[src/rtl/shift_rotate_pipe_pkg.sv]
// rtl/shift_rotate_pipe_pkg.sv - opcode encodings shared by the shifter and ALU decode
package shift_rotate_pipe_pkg;

  localparam int OP_W = 3;

  localparam logic [OP_W-1:0] OP_ROL = 3'b000;
  localparam logic [OP_W-1:0] OP_SLL = 3'b001;
  localparam logic [OP_W-1:0] OP_ROR = 3'b010;
  localparam logic [OP_W-1:0] OP_SRL = 3'b011;
  localparam logic [OP_W-1:0] OP_SRA = 3'b100;

  // Opcodes above SRA are reserved; they pass data through and flag an error.
  function automatic logic op_reserved(input logic [OP_W-1:0] op);
    return op > OP_SRA;
  endfunction

endpackage

[src/rtl/shift_stage.sv]
// rtl/shift_stage.sv - one combinational power-of-two shift/rotate step
module shift_stage
  import shift_rotate_pipe_pkg::*;
#(
  parameter int N   = 16,
  parameter int AMT = 1
) (
  input  logic [N-1:0]    x,
  input  logic            en,
  input  logic [OP_W-1:0] op,
  input  logic            sign,
  output logic [N-1:0]    y
);

  // Move the word by AMT positions when this step's count bit is set.
  // sign is the original operand MSB so SRA fills correctly in every step.
  always_comb begin
    y = x;
    if (en) begin
      case (op)
        OP_ROL:  y = {x[N-1-AMT:0], x[N-1:N-AMT]};
        OP_SLL:  y = {x[N-1-AMT:0], {AMT{1'b0}}};
        OP_ROR:  y = {x[AMT-1:0], x[N-1:AMT]};
        OP_SRL:  y = {{AMT{1'b0}}, x[N-1:AMT]};
        OP_SRA:  y = {{AMT{sign}}, x[N-1:AMT]};
        default: y = x;
      endcase
    end
  end

endmodule

[src/rtl/shift_rotate_pipe.sv]
// rtl/shift_rotate_pipe.sv - two-stage pipelined shift/rotate unit with valid/ready flow control
module shift_rotate_pipe
  import shift_rotate_pipe_pkg::*;
#(
  parameter int C     = 4,
  parameter int SPLIT = 2,
  localparam int N    = 2 ** C
) (
  input  logic            clk,
  input  logic            rst,
  input  logic            in_valid,
  output logic            in_ready,
  input  logic [N-1:0]    in_data,
  input  logic [C-1:0]    in_cnt,
  input  logic [OP_W-1:0] in_op,
  output logic            out_valid,
  input  logic            out_ready,
  output logic [N-1:0]    out_data,
  output logic            out_err
);

  localparam int HI = C - SPLIT;

  logic            s1_valid;
  logic [N-1:0]    s1_data;
  logic [HI-1:0]   s1_cnt;
  logic [OP_W-1:0] s1_op;
  logic            s1_sign;
  logic            s1_err;
  logic            s2_valid;

  logic            s1_adv;
  logic            s2_adv;

  logic [N-1:0]    s1_chain [SPLIT+1];
  logic [N-1:0]    s2_chain [HI+1];

  // A stage may take new data when it is empty or its contents move on this cycle.
  assign s2_adv    = !s2_valid || out_ready;
  assign s1_adv    = !s1_valid || s2_adv;
  assign in_ready  = s1_adv;
  assign out_valid = s2_valid;

  // Low-order count bits are resolved before the pipeline register.
  assign s1_chain[0] = in_data;
  for (genvar k = 0; k < SPLIT; k++) begin : g_s1
    shift_stage #(.N(N), .AMT(1 << k)) u_stage (
      .x    (s1_chain[k]),
      .en   (in_cnt[k]),
      .op   (in_op),
      .sign (in_data[N-1]),
      .y    (s1_chain[k+1])
    );
  end

  // High-order count bits are resolved from the stage-1 register.
  assign s2_chain[0] = s1_data;
  for (genvar k = 0; k < HI; k++) begin : g_s2
    shift_stage #(.N(N), .AMT(1 << (SPLIT + k))) u_stage (
      .x    (s2_chain[k]),
      .en   (s1_cnt[k]),
      .op   (s1_op),
      .sign (s1_sign),
      .y    (s2_chain[k+1])
    );
  end

  // Stage 1 register: partial result plus what stage 2 still needs.
  always_ff @(posedge clk or negedge rst) begin
    if (!rst) begin
      s1_valid <= 1'b0;
      s1_data  <= '0;
      s1_cnt   <= '0;
      s1_op    <= '0;
      s1_sign  <= 1'b0;
      s1_err   <= 1'b0;
    end else if (s1_adv) begin
      s1_valid <= in_valid;
      if (in_valid) begin
        s1_data <= s1_chain[SPLIT];
        s1_cnt  <= in_cnt[C-1:SPLIT];
        s1_op   <= in_op;
        s1_sign <= in_data[N-1];
        s1_err  <= op_reserved(in_op);
      end
    end
  end

  // Stage 2 register drives the outputs directly and holds them while stalled.
  always_ff @(posedge clk or negedge rst) begin
    if (!rst) begin
      s2_valid <= 1'b0;
      out_data <= '0;
      out_err  <= 1'b0;
    end else if (s2_adv) begin
      s2_valid <= s1_valid;
      if (s1_valid) begin
        out_data <= s2_chain[HI];
        out_err  <= s1_err;
      end
    end
  end

endmodule

[config.mk]
export PLATFORM = sky130hd
export DESIGN_NAME = shift_rotate_pipe
export DESIGN_NICKNAME = d
export VERILOG_FILES = /design/src/rtl/shift_rotate_pipe_pkg.sv /design/src/rtl/shift_stage.sv /design/src/rtl/shift_rotate_pipe.sv
export SDC_FILE = /design/constraint.sdc
export NUM_CORES = 1
export LEC_CHECK = 0
export ABC_AREA = 1
export BUFFER_PORTS_ARGS = -buffer_cell sky130_fd_sc_hd__buf_2
export CORE_MARGIN = 5
export CORE_UTILIZATION = 60
export CTS_BUF_LIST = sky130_fd_sc_hd__clkbuf_2
export CTS_CLUSTER_SIZE = 25
export DETAILED_ROUTE_END_ITERATION = 8
export PLACE_DENSITY_LB_ADDON = 0.05
export SYNTH_ARGS = -nofsm -noshare
export SYNTH_HDL_FRONTEND = slang
export SYNTH_SLANG_ARGS = --single-unit
[constraint.sdc]
create_clock -name clk -period 3.15 [get_ports clk]
set_input_delay 0.945 -clock clk [delete_from_list [all_inputs] [get_ports clk]]
set_output_delay 0.945 -clock clk [all_outputs]
set_load 0.05 [all_outputs]
After elaboration in Yosys (flattened, before gate mapping)
Cells that the tools add are included.

word-level totals
  word-level logic and storage cells = 35
  input port bits = 27
  register bits = 42

cells by class
  order comparisons = 1
  multiplexer cells = 8
  equality and inequality tests = 8
  reduce and logical (&&, ||, !) cells = 9

operator list
  cell                  number
  $pmux W16 S5          3
  $mux W16              4
  $pmux W16 S4          1
  $eq A3 B2 Y1 const B  4
  $eq A3 B1 Y1 const B  2
  $eq A3 B3 Y1 const B  2
  $logic_not A3 Y1      2
  $reduce_and A2 Y1     2
  $gt A3 B3 Y1 const B  1
  $logic_not A1 Y1      2
  $logic_or A1 B1 Y1    2
  $reduce_or A2 Y1      1

Depth between registers and ports, before layout
Gate-level depths: netlist of the first run.

  depth in word-level cells = 5
  depth in mapped cells = 11
  gate-level depth less buffers = 10

Cells and area by module
A second synthesis of the first run with hierarchy kept.

unflattened totals
  cell total of the unflattened synthesis = 609
  area total of the unflattened synthesis = 3756.1 um^2

by module, submodules not included
  module                         cells each  area an instance (um^2)  times used  sequential area each (um^2)
  shift_rotate_pipe              182         1695.4                   1           1051.0
  shift_stage (g_s1[0].u_stage)  120         561.8                    1           0.0
  shift_stage (g_s2[0].u_stage)  114         554.3                    1           0.0
  shift_stage (g_s1[1].u_stage)  116         545.5                    1           0.0
  shift_stage (g_s2[1].u_stage)  77          399.1                    1           0.0

Worst setup path after synthesis of the first run
OpenSTA, ideal clock, no wires.

  path kind = input to output
  from = input out_ready
  to = output in_ready
  setup slack = 0.800 ns
  cell stages on the path = 2
  path buffers = 0
  arrival time = 1.405 ns
  path through = inv_1 -> nand3_1

between the ends
  word-level cells in the longest chain between the ends = 2

RTL lines
  item                line                     RTL
  start: declaration  shift_rotate_pipe.sv:17  input logic out_ready,
  $logic_or A1 B1 Y1  shift_rotate_pipe.sv:39  assign s2_adv = !s2_valid || out_ready;
  $logic_or A1 B1 Y1  shift_rotate_pipe.sv:40  assign s1_adv = !s1_valid || s2_adv;
  end: declaration    shift_rotate_pipe.sv:12  output logic in_ready,

Every way passes these cells.

Worst setup path after layout of the first run
Ends and elaborated chain as after synthesis.

==> metrics.md, run 1 <==
| Metric | Value |
|---|---|
| Status | finished clean |
| Layout Nets | around 550 |
| Most numerous cell in the Yosys netlist | nand2_1 |
| Rows | 26 |
| Worst-case clock buffer depth | 2 |
| Critical path's slowest cell | buf_2 |
| Post-CTS setup buffers | 0 |
| CP Launch Type | input pin |
| R2r startpoint | s1_op[1]$_DFFE_PN0P_ |
| Die Y | 82.62 um |
| Cts hold-fix bufs | 0 |
| Largest area contributor in the netlist | dfrtp_1 |
| Worst Setup SP | out_ready |
| Post-Syn Instances | a little under 500 |
| R2R Path End | out_data[9]$_DFFE_PN0P_ |
| Clock tree from TritonCTS | yes |
| Area contributors post-synth | dfrtp_1, nand2_1, nand3_1 |
| Die Area | around 6800 um2 |
| Kind of critical path | input pin to primary output |
| Max IR drop VDD | 343.7 uV |
| Avg Vias per Cell | 5.617 |
| Synth cell count leaders | nand2_1, nand3_1, dfrtp_1 |
| Synth Cell Area | about 3200 um2 |
| Gpl congestion | 0.9164 |
| Fmax | approximately 420 MHz |
| Total Wirelength | between 7000 and 8000 um |
| Setup tns final | 0 ns |
| Drt pass-1 iters | 8 |
| Final Util | 66.54% |
| HP Class | flop to flop |
| Share of the synthesized area in the top cell type | 33.21% |
| Htree depth | 2 |
| RSZ-0062 raised after global routing | no |
| Worst EP arrival | roughly 1.4 ns |
| Sequential share of the synthesized area | 33.21% |
| Critical-path maximum fanout | 3 |
| First-pass GRT wire length | between 10,000 and 15,000 um |
| Share of post-route cells with drive strength above 1 | about 17% |
| Initial antenna violation count | 0 |
| Die span in x | a little over 80 um |
| DRC | 0 |
| Netlist cell types | 24 |
| Leakage power | ~1.7 nW |
| CP Cell Sequence | buf_2 -> inv_1 -> nand3_1 -> buf_2 |
| Fill count | between 500 and 600 |
| Max Cap Violations | 0 |
| Setup Skew | 0.02561 ns |
| Core Area | 5107 um2 |
| Min cycle time layout | 2.371 ns |
| Hold_sp | out_data[13]$_DFFE_PN0P_ |
| ANT nets after route | 0 |
| Starting DRC count in detailed routing | 254 |
| Critical Path RT | 2.20 ns |
| Vias in the first global route | 2,990 |
| Routed WL per cell | 13.17 um |
| Slack of the worst reg-to-reg path | 1.28 ns |
| CP most frequent cell | buf_2 |
| Most used DFF post-synth | dfrtp_1 |
| Final Cycle Share | 75.27% |
| Worst slew pin tran | roughly 0.89 ns |
| Yosys Warn Count | 0 |
| Worst Reg-to-Reg Cells | 8 |
| GRT Residual Overflow | 0 |
| Worst skew pair latency | 0.42 ns |
| Antenna diodes | 0 |
| Detailed Place HPWL | 5770 um |
| IO buf count | 45 |
| Post-synth EDFFs | 0 |
| Global-route usage over all layers | between 20% and 30% |
| Hold path cells | 2 |
| Routed vias | 3,314 |
| Clk sinks | 42 |
| Hold Fails Final Rpt | 0 |
| CP peak stage delay | 0.28 ns |
| Post-CTS resize count | 0 |
| WHS Endpoint | out_data[13]$_DFFE_PN0P_ |
| Initial core utilization | 61.95% |
| Setup Viol. Count Final | 0 |
| Crit end category | primary output |
| # IOs | 46 |
| Slew Limit Fails | 0 |
| Net count after synthesis | ~510 |
| Reg clk slew, reported paths | 0.18 ns |
| Area Growth Syn to Fin | 7.394% |
| Cts bufs inserted | 5 |
| CTS root buffer | clkbuf_2 |
| Yosys reg bits | 42 |
| Largest net degree at the start of global routing | 45 |
| Power per cell area | between 600 and 700 nW/um2 |
| Slew headroom | 40.37% |
| Async SR Flop Fraction | 100.0% |
| Avg Cell Area, Syn | 6.511 um2 |
[worst max-delay path: cells and delay by family]
kind / cells / cell delay (ns)
buf+inv: 3 / 0.40
simple gates: 1 / 0.09
[flip-flops by register name, summed over array words and instances, names as in the netlist]
register / cells
out_valid: 1
out_err: 1
s1_cnt: 2
s1_data: 16
s1_valid: 1
s1_op: 3
s1_sign: 1
out_data: 16
s1_err: 1
[kinds of logic (layout without fill, tap and decap cells)]
group,after synthesis,after routing,synth area share (%)
simple gates,363,363,53.14
flops,42,42,33.21
buf+inv,45,79,7.394
compound gates,36,36,6.248
[cell type report]
cell class	count	area (um2)	area share, %
inverter	21	78.83	2.320
timing repair buffer	50	262.8	7.732
clock buffer	6	30.03	0.8837
tap	70	87.58	2.577
multi-input combinational	399	1879	55.30
sequential	42	1051	30.93
clock inverter	2	8.758	0.2577
[worst max path at each step]
stage                                        end  depth (start not counted)
after floorplan                         in_ready                          2
after global placement    s1_data[2]$_DFFE_PN0P_                          9
after detailed placement  s1_data[5]$_DFFE_PN0P_                          9
after CTS                               in_ready                          4
after global routing                    in_ready                          4
final                                   in_ready                          4
[layout by cell type (no fill, tap or decap)]
cell type	count
a21oi_1	18
a21oi_4	1
a31oi_1	5
buf_2	45
buf_4	5
clkbuf_2	6
clkinv_1	1
clkinv_2	1
dfrtp_1	42
inv_1	17
inv_2	4
nand2_1	193
nand2_2	3
nand2_4	1
nand3_1	109
nand3_2	10
nand4_1	1
nor2_1	12
nor2_4	3
o21ai_0	8
o21ai_1	4
or2_1	21
or2_2	9
or2_4	1
[metal layers]
layer  up-vias  part of all wire [%]  track usage, %
li1       1658                     -               -
met1      1474                    44           34.01
met2       159                    46           40.95
met3        23                   6.7           3.037
met4         0                   2.7           10.29
met5         -                     0               0
[per-stage QoR]
stage / power, mW / setup slack [ns] / hold slack, ns / cell area [um2] / cells
after floorplan: 1.667 / 0.7997 / 0.4422 / 3164 / 486
after global placement: 1.890 / 0.6631 / 0.4571 / 3359 / 582
after detailed placement: 1.914 / 0.6274 / 0.4597 / 3359 / 582
after CTS: 2.136 / 0.7703 / 0.5052 / 3398 / 590
after global routing: 2.294 / 0.7158 / 0.5390 / 3398 / 590
final: 2.125 / 0.7789 / 0.4969 / 3398 / 590
[report_power, final]
group / internal [mW] / switching (mW)
clock: 0.0545 / 0.167
combinational: 0.305 / 0.801
sequential: 0.686 / 0.111
(Power assumes the default switching activity.)
==> run 2, diff against run 1 <==
--- a/config.mk
+++ b/config.mk
@@ -5,7 +5,7 @@
 export SDC_FILE = /design/constraint.sdc
 export NUM_CORES = 1
 export LEC_CHECK = 0
-export ABC_AREA = 1
+export ABC_AREA = 0
 export BUFFER_PORTS_ARGS = -buffer_cell sky130_fd_sc_hd__buf_2
 export CORE_MARGIN = 5
 export CORE_UTILIZATION = 60
==> constraint.sdc (replaced) <==
create_clock -name clk -period 2.3 [get_ports clk]
set_input_delay 0.69 -clock clk [delete_from_list [all_inputs] [get_ports clk]]
set_output_delay 0.69 -clock clk [all_outputs]
set_load 0.05 [all_outputs]
==> run 2 against run 1 <==
  * Worst hold slack worse by 0.22 ns
  * Via count is 13% higher
  * Critical path depth is 2 lower
  * Wire length is 41% higher
==> metrics.md, run 2 <==
| Metric | Value |
|---|---|
| Area Growth Syn to Fin | 12.09% |
| Hold Fails Final Rpt | 0 |
| Worst slew pin tran | 0.6610 ns |
| Worst-case clock buffer depth | 2 |
| Critical Path RT | about 1.6 ns |
| Core Area | 5507 um2 |
| Share of post-route cells with drive strength above 1 | 20.84% |
| Critical-path maximum fanout | 4 |
| Avg Vias per Cell | between 6 and 7 |
| Worst Reg-to-Reg Cells | 5 |
| DRC | 0 |
| Largest registers | out_data (16), s1_data (16), s1_op (3) |
| Initial antenna violation count | 0 |
| First-pass GRT wire length | 17,680 um |
| GR peak layer | met2 |
| Die Y | around 85 um |
| Area contributors post-synth | dfrtp_1, o22ai_1, o21ai_0 |
| Netlist cell types | 57 |
| Commonest cells after routing, fill and taps aside | o21ai_0, buf_2, dfrtp_1, nor2_1, o22ai_1 |
| Total Wirelength | 10,920 um |
| Global-route usage over all layers | between 20% and 30% |
| Leakage power | between 1.5 and 2 nW |
| Status | finished clean |
| Initial core utilization | 61.44% |
| IO buf count | 45 |
| Async SR Flop Fraction | 100.0% |
| Global routing usage on met2 | between 50 and 60% |
| Detailed Place HPWL | a little over 8000 um |
| Most used DFF post-synth | dfrtp_1 |
| Clock tree from TritonCTS | yes |
| Antenna diodes | 0 |
| Synth cell count leaders | o21ai_0, dfrtp_1, nor2_1 |
| Post-CTS setup buffers | 0 |
| Design Power | approximately 2.9 mW |
| Worst EP arrival | approximately 1.4 ns |
| CP Launch Type | flop |
| Met1 usage | 37.17% |
| Slew headroom | a little under three fifths |
| Setup tns final | 0 ns |
| Largest net degree at the start of global routing | 33 |
| Gpl congestion | 1.047 |
| Reg clk slew, reported paths | 0.21 ns |
| Synth Cell Area | 3383 um2 |
| Yosys reg bits | 42 |
| Routed vias | 3,760 |
| Layout Nets | 501 |
| Die span in x | between 80 and 90 um |
| Power per cell area | 752.2 nW/um2 |
| Rows | 27 |
| Avg Cell Area, Syn | 7.905 um2 |
| Setup Skew | 0.01409 ns |
| Setup Viol. Count Final | 0 |
| Clk sinks | 42 |
| Vias in the first global route | 3,530 |
| Cts bufs inserted | 5 |
| Max Cap Violations | 0 |
| Final Instance Count excl. Fillers | ~550 |
| ANT nets after route | 0 |
| Fmax | 484.8 MHz |
| Min cycle time layout | ~2.1 ns |
| Die Area | 7240 um2 |
| Htree depth | 2 |
| Placed cells | approximately 540 |
| Met3 Use GR | 4.369% |
| Kind of critical path | flop to primary output |
| Max IR drop VDD | about 530 uV |
| Routed WL per cell | between 15 and 20 um |
| Post-Syn Instances | 428 |
| Final Cycle Share | 89.68% |
| Slew Limit Fails | 0 |
| Drt pass-1 iters | 5 |
| Starting DRC count in detailed routing | 370 |
| # IOs | 46 |
| Worst skew pair latency | 0.41 ns |
| Yosys Warn Count | 0 |
| Most numerous cell in the Yosys netlist | o21ai_0 |
| Net count after synthesis | 455 |
| Post-CTS resize count | 0 |
| CTS root buffer | clkbuf_2 |
| Share of the synthesized area in the top cell type | between 30% and 40% |
| Crit end category | primary output |
| Post-synth EDFFs | 0 |
| RSZ-0062 raised after global routing | no |
| Most common cell after layout, fill and taps aside | o21ai_0 |
| Cts hold-fix bufs | 0 |
| GRT Residual Overflow | 0 |
| HP Class | input pin to asynchronous set/reset pin |
| Largest area contributor in the netlist | dfrtp_1 |
| Sequential share of the synthesized area | 31.07% |
run 2: changes by cell type in the layout (fill, tap and decap cells not counted), moves of 10 or more:
cell	before	now
nand3_1	109	3
nand3_2	10	0
nand2_1	193	37
buf_4	5	31
mux2i_1	0	17
a21oi_1	18	33
nor2b_1	0	12
o21ai_0	8	46
o221ai_1	0	10
nor2_1	12	41
o22ai_1	0	39
or2_1	21	1
run 2: final timing paths:
check / from / slack [ns] / endpoint
max in group asynchronous: rst / 1.43 / s1_data[12]$_DFFE_PN0P_
max: s1_valid$_DFFE_PN0N_ / 0.24 / in_ready
min in group clk: in_cnt[3] / 0.46 / s1_cnt[1]$_DFFE_PN0P_
min reg2reg: out_err$_DFFE_PN0P_ / 0.50 / out_err$_DFFE_PN0P_
min: rst / 0.27 / s1_cnt[1]$_DFFE_PN0P_
max reg2reg: s1_op[1]$_DFFE_PN0P_ / 0.40 / out_data[1]$_DFFE_PN0P_
run 2: per-stage QoR:
stage                     worst slack, ns  cell area (um2)  utilization [%]  hold WS (ns)
after detailed placement          0.07811             3756            68.21        0.4586
after global placement            0.06626             3756            68.21        0.4501
after CTS                          0.2499             3792            68.87        0.2818
after floorplan                  0.003563             3383                -        0.3944
after global routing               0.1576             3792            68.87        0.3130
final                              0.2373             3792            68.87        0.2735
run 2: report_power, final:
group | total, mW | leakage, nW | switching [mW] | internal (mW)
Sequential | 1.08 | 0.497 | 0.174 | 0.909
Combinational | 1.47 | 1.09 | 0.971 | 0.496
Clock | 0.303 | 0.0255 | 0.238 | 0.0650
Total | 2.85 | 1.62 | 1.38 | 1.47
run 2: critical path: stages (launching register included):
cell,delay [ns]
dfrtp_1,0.46
nand3b_1,0.20
buf_2,0.31
run 2: cell families (layout without fill, tap and decap cells):
group	Yosys count	after routing	share of synthesized area, %
buf+inv	50	97	7.100
flops	42	42	31.07
compound gates	196	196	38.79
simple gates	119	119	16.68
mux	21	21	6.361
run 2: area by class of cell:
| class | count | area, um2 |
|---|---|---|
| well taps | 72 | 90.09 |
| repair buffers | 77 | 478.0 |
| flip-flops and latches | 42 | 1051 |
| multi-input cells | 336 | 2092 |
| fillers | 463 | 1714 |
| clock inverters | 3 | 11.26 |
| clock buffers | 5 | 25.02 |
| inverters | 12 | 45.04 |
run 2: layer usage:
metal,part of all wire (%),vias to the layer above
met3,8.7,62
met4,5.4,0
met5,0,-
met2,47,267
met1,39,1714
li1,-,1717
==> run 3, diff against run 2 <==
--- a/config.mk
+++ b/config.mk
@@ -7,6 +7,7 @@
 export LEC_CHECK = 0
 export ABC_AREA = 0
 export BUFFER_PORTS_ARGS = -buffer_cell sky130_fd_sc_hd__buf_2
+export CORE_ASPECT_RATIO = 2
 export CORE_MARGIN = 5
 export CORE_UTILIZATION = 60
 export CTS_BUF_LIST = sky130_fd_sc_hd__clkbuf_2
==> run 3 against run 2 <==
  * Fmax decreased by 0.53%
  * Cell count decreased by 0.91%
  * Largest cell class unchanged
  * Wire length increased by 7.1%
  * Highest routed layer unchanged
  * Register-to-register slack got worse by 0.17 ns
==> metrics.md, run 3 (synthesis gave the netlist of run 2 again) <==
| Metric | Value |
|---|---|
| Switch share | 45.16% |
| Min cycle time layout | 2.074 ns |
| Sequential power share | a little over a third |
| IO buf count | 45 |
| Layout Nets | 507 |
| Vias in the first global route | between 3,000 and 4,000 |
| Global-route usage over all layers | 32.90% |
| Most common cell after layout, fill and taps aside | o21ai_0 |
| Leakage power | 1.672 nW |
| Gpl congestion | 1.083 |
| Slew headroom | 62.61% |
| Design Power | 3.115 mW |
| Area Growth Syn to Fin | 14.61% |
| Commonest cells after routing, fill and taps aside | o21ai_0, buf_2, dfrtp_1, nor2_1, o22ai_1 |
| Clock tree from TritonCTS | yes |
| Hold Fails Final Rpt | 0 |
| Reg clk slew, reported paths | around 0.20 ns |
| Cts hold-fix bufs | 0 |
| Clk sinks | 42 |
| Logic pwr share | ~48% |
| Share of post-route cells with drive strength above 1 | between 20 and 25% |
| Setup tns final | 0 ns |
| Power per cell area | 803.3 nW/um2 |
| HP Class | input pin to asynchronous set/reset pin |
| Sw power | 1.407 mW |
| CP Cell Sequence | or2_1 -> a21boi_1 -> nor2_1 -> a211oi_1 -> a221o_1 |
| Fmax | 482.2 MHz |
| Die Y | 116.2 um |
| Initial core utilization | 61.88% |
| Die span in x | 63.10 um |
| Routed WL per cell | 21.57 um |
| Largest net degree at the start of global routing | 43 |
| Worst slew pin tran | 0.5609 ns |
| Setup Skew | 0.01864 ns |
| Critical-path maximum fanout | 13 |
| Worst skew pair latency | 0.43 ns |
| RSZ-0062 raised after global routing | no |
| Routed vias | ~3,800 |
| Setup Viol. Count Final | 0 |
| Slew Limit Fails | 0 |
| Worst-case clock buffer depth | 2 |
| Final Cycle Share | 90.16% |
| Total Wirelength | 11,690 um |
| Avg Vias per Cell | 6.919 |
| Cts bufs inserted | 5 |
| Largest registers | out_data (16), s1_data (16), s1_op (3) |
| Max Cap Violations | 0 |
| Status | finished clean |
| Kind of critical path | flop to flop |
| Crit end category | flop |
| Initial antenna violation count | 1 |
| Htree depth | 2 |
| Rows | 38 |
| Post-CTS setup buffers | 0 |
| Critical path's slowest cell | dfrtp_1 |
| GRT Residual Overflow | 0 |
| Die Area | 7331 um2 |
| # IOs | between 40 and 50 |
| Detailed Place HPWL | 9043 um |
| Max IR drop VDD | 838.4 uV |
| CTS root buffer | clkbuf_2 |
| DRC | 0 |
| Worst EP arrival | 2.44 ns |
| Clock network fraction of design power | between 15 and 20% |
| ANT nets after route | 0 |
| CP peak stage delay | 0.59 ns |
| Drt pass-1 iters | 6 |
| Internal power | 1.708 mW |
| CP Launch Type | flop |
| First-pass GRT wire length | between 15,000 and 20,000 um |
| Core Area | 5468 um2 |
| Critical Path RT | 2.67 ns |
| Post-CTS resize count | 0 |
| Starting DRC count in detailed routing | 340 |
[run 3: final cells by class]
class / count / area [um2]
Antenna cell: 1 / 2.502
Inverter: 12 / 45.04
Clock inverter: 3 / 63.81
Sequential cell: 42 / 1051
Clock buffer: 5 / 25.02
Timing Repair Buffer: 83 / 523.0
Multi-Input combinational cell: 336 / 2092
Fill cell: 465 / 1590
Tap cell: 60 / 75.07
[run 3: metal layers]
metal | vias to the layer above | track usage [%] | wire (um)
met1 | 1710 | 31.70 | 3801
met3 | 86 | 4.524 | 728
met4 | 0 | 26.06 | 1041
li1 | 1718 | - | -
met2 | 236 | 61.00 | 6119
met5 | - | 0 | 0
[run 3: final timing paths]
check / from / endpoint / slack (ns) / cells past startpoint
setup / recovery: s1_op[1]$_DFFE_PN0P_ / out_data[2]$_DFFE_PN0P_ / 0.23 / 5
hold / removal: rst / s1_cnt[0]$_DFFE_PN0P_ / 0.28 / 2
setup reg to reg: s1_op[1]$_DFFE_PN0P_ / out_data[2]$_DFFE_PN0P_ / 0.23 / 5
hold reg to reg: out_err$_DFFE_PN0P_ / out_err$_DFFE_PN0P_ / 0.52 / 2
max in group asynchronous: rst / out_err$_DFFE_PN0P_ / 1.65 / 2
min in group clk: in_cnt[3] / s1_cnt[1]$_DFFE_PN0P_ / 0.43 / 3
[run 3: power groups by stage]
stage	sequential (mW)	combinational (mW)	clock (mW)
floorplan	1.41	0.717	0
global placement	1.10	1.44	0
detailed placement	1.11	1.45	0
CTS	1.09	1.46	0.532
global route	1.13	1.58	0.573
finish	1.10	1.48	0.533
[run 3: critical path: cells and delay by family, from the launching register on]
kind	cells	cell delay, ns
compound gates	3	0.92
flops	1	0.59
simple gates	2	0.51
[run 3: stage by stage]
stage                     worst slack [ns]  instances  hold WS (ns)  instance area, um2  utilization, %
after global routing                0.2031        542        0.2844                3877           70.92
final                               0.2262        542        0.2822                3877           70.92
after global placement             0.09199        533        0.4558                3786           69.24
after CTS                           0.2682        541        0.2813                3875           70.87
after floorplan                   0.003563        428        0.3944                3383               -
after detailed placement           0.08230        533        0.4829                3786           69.24
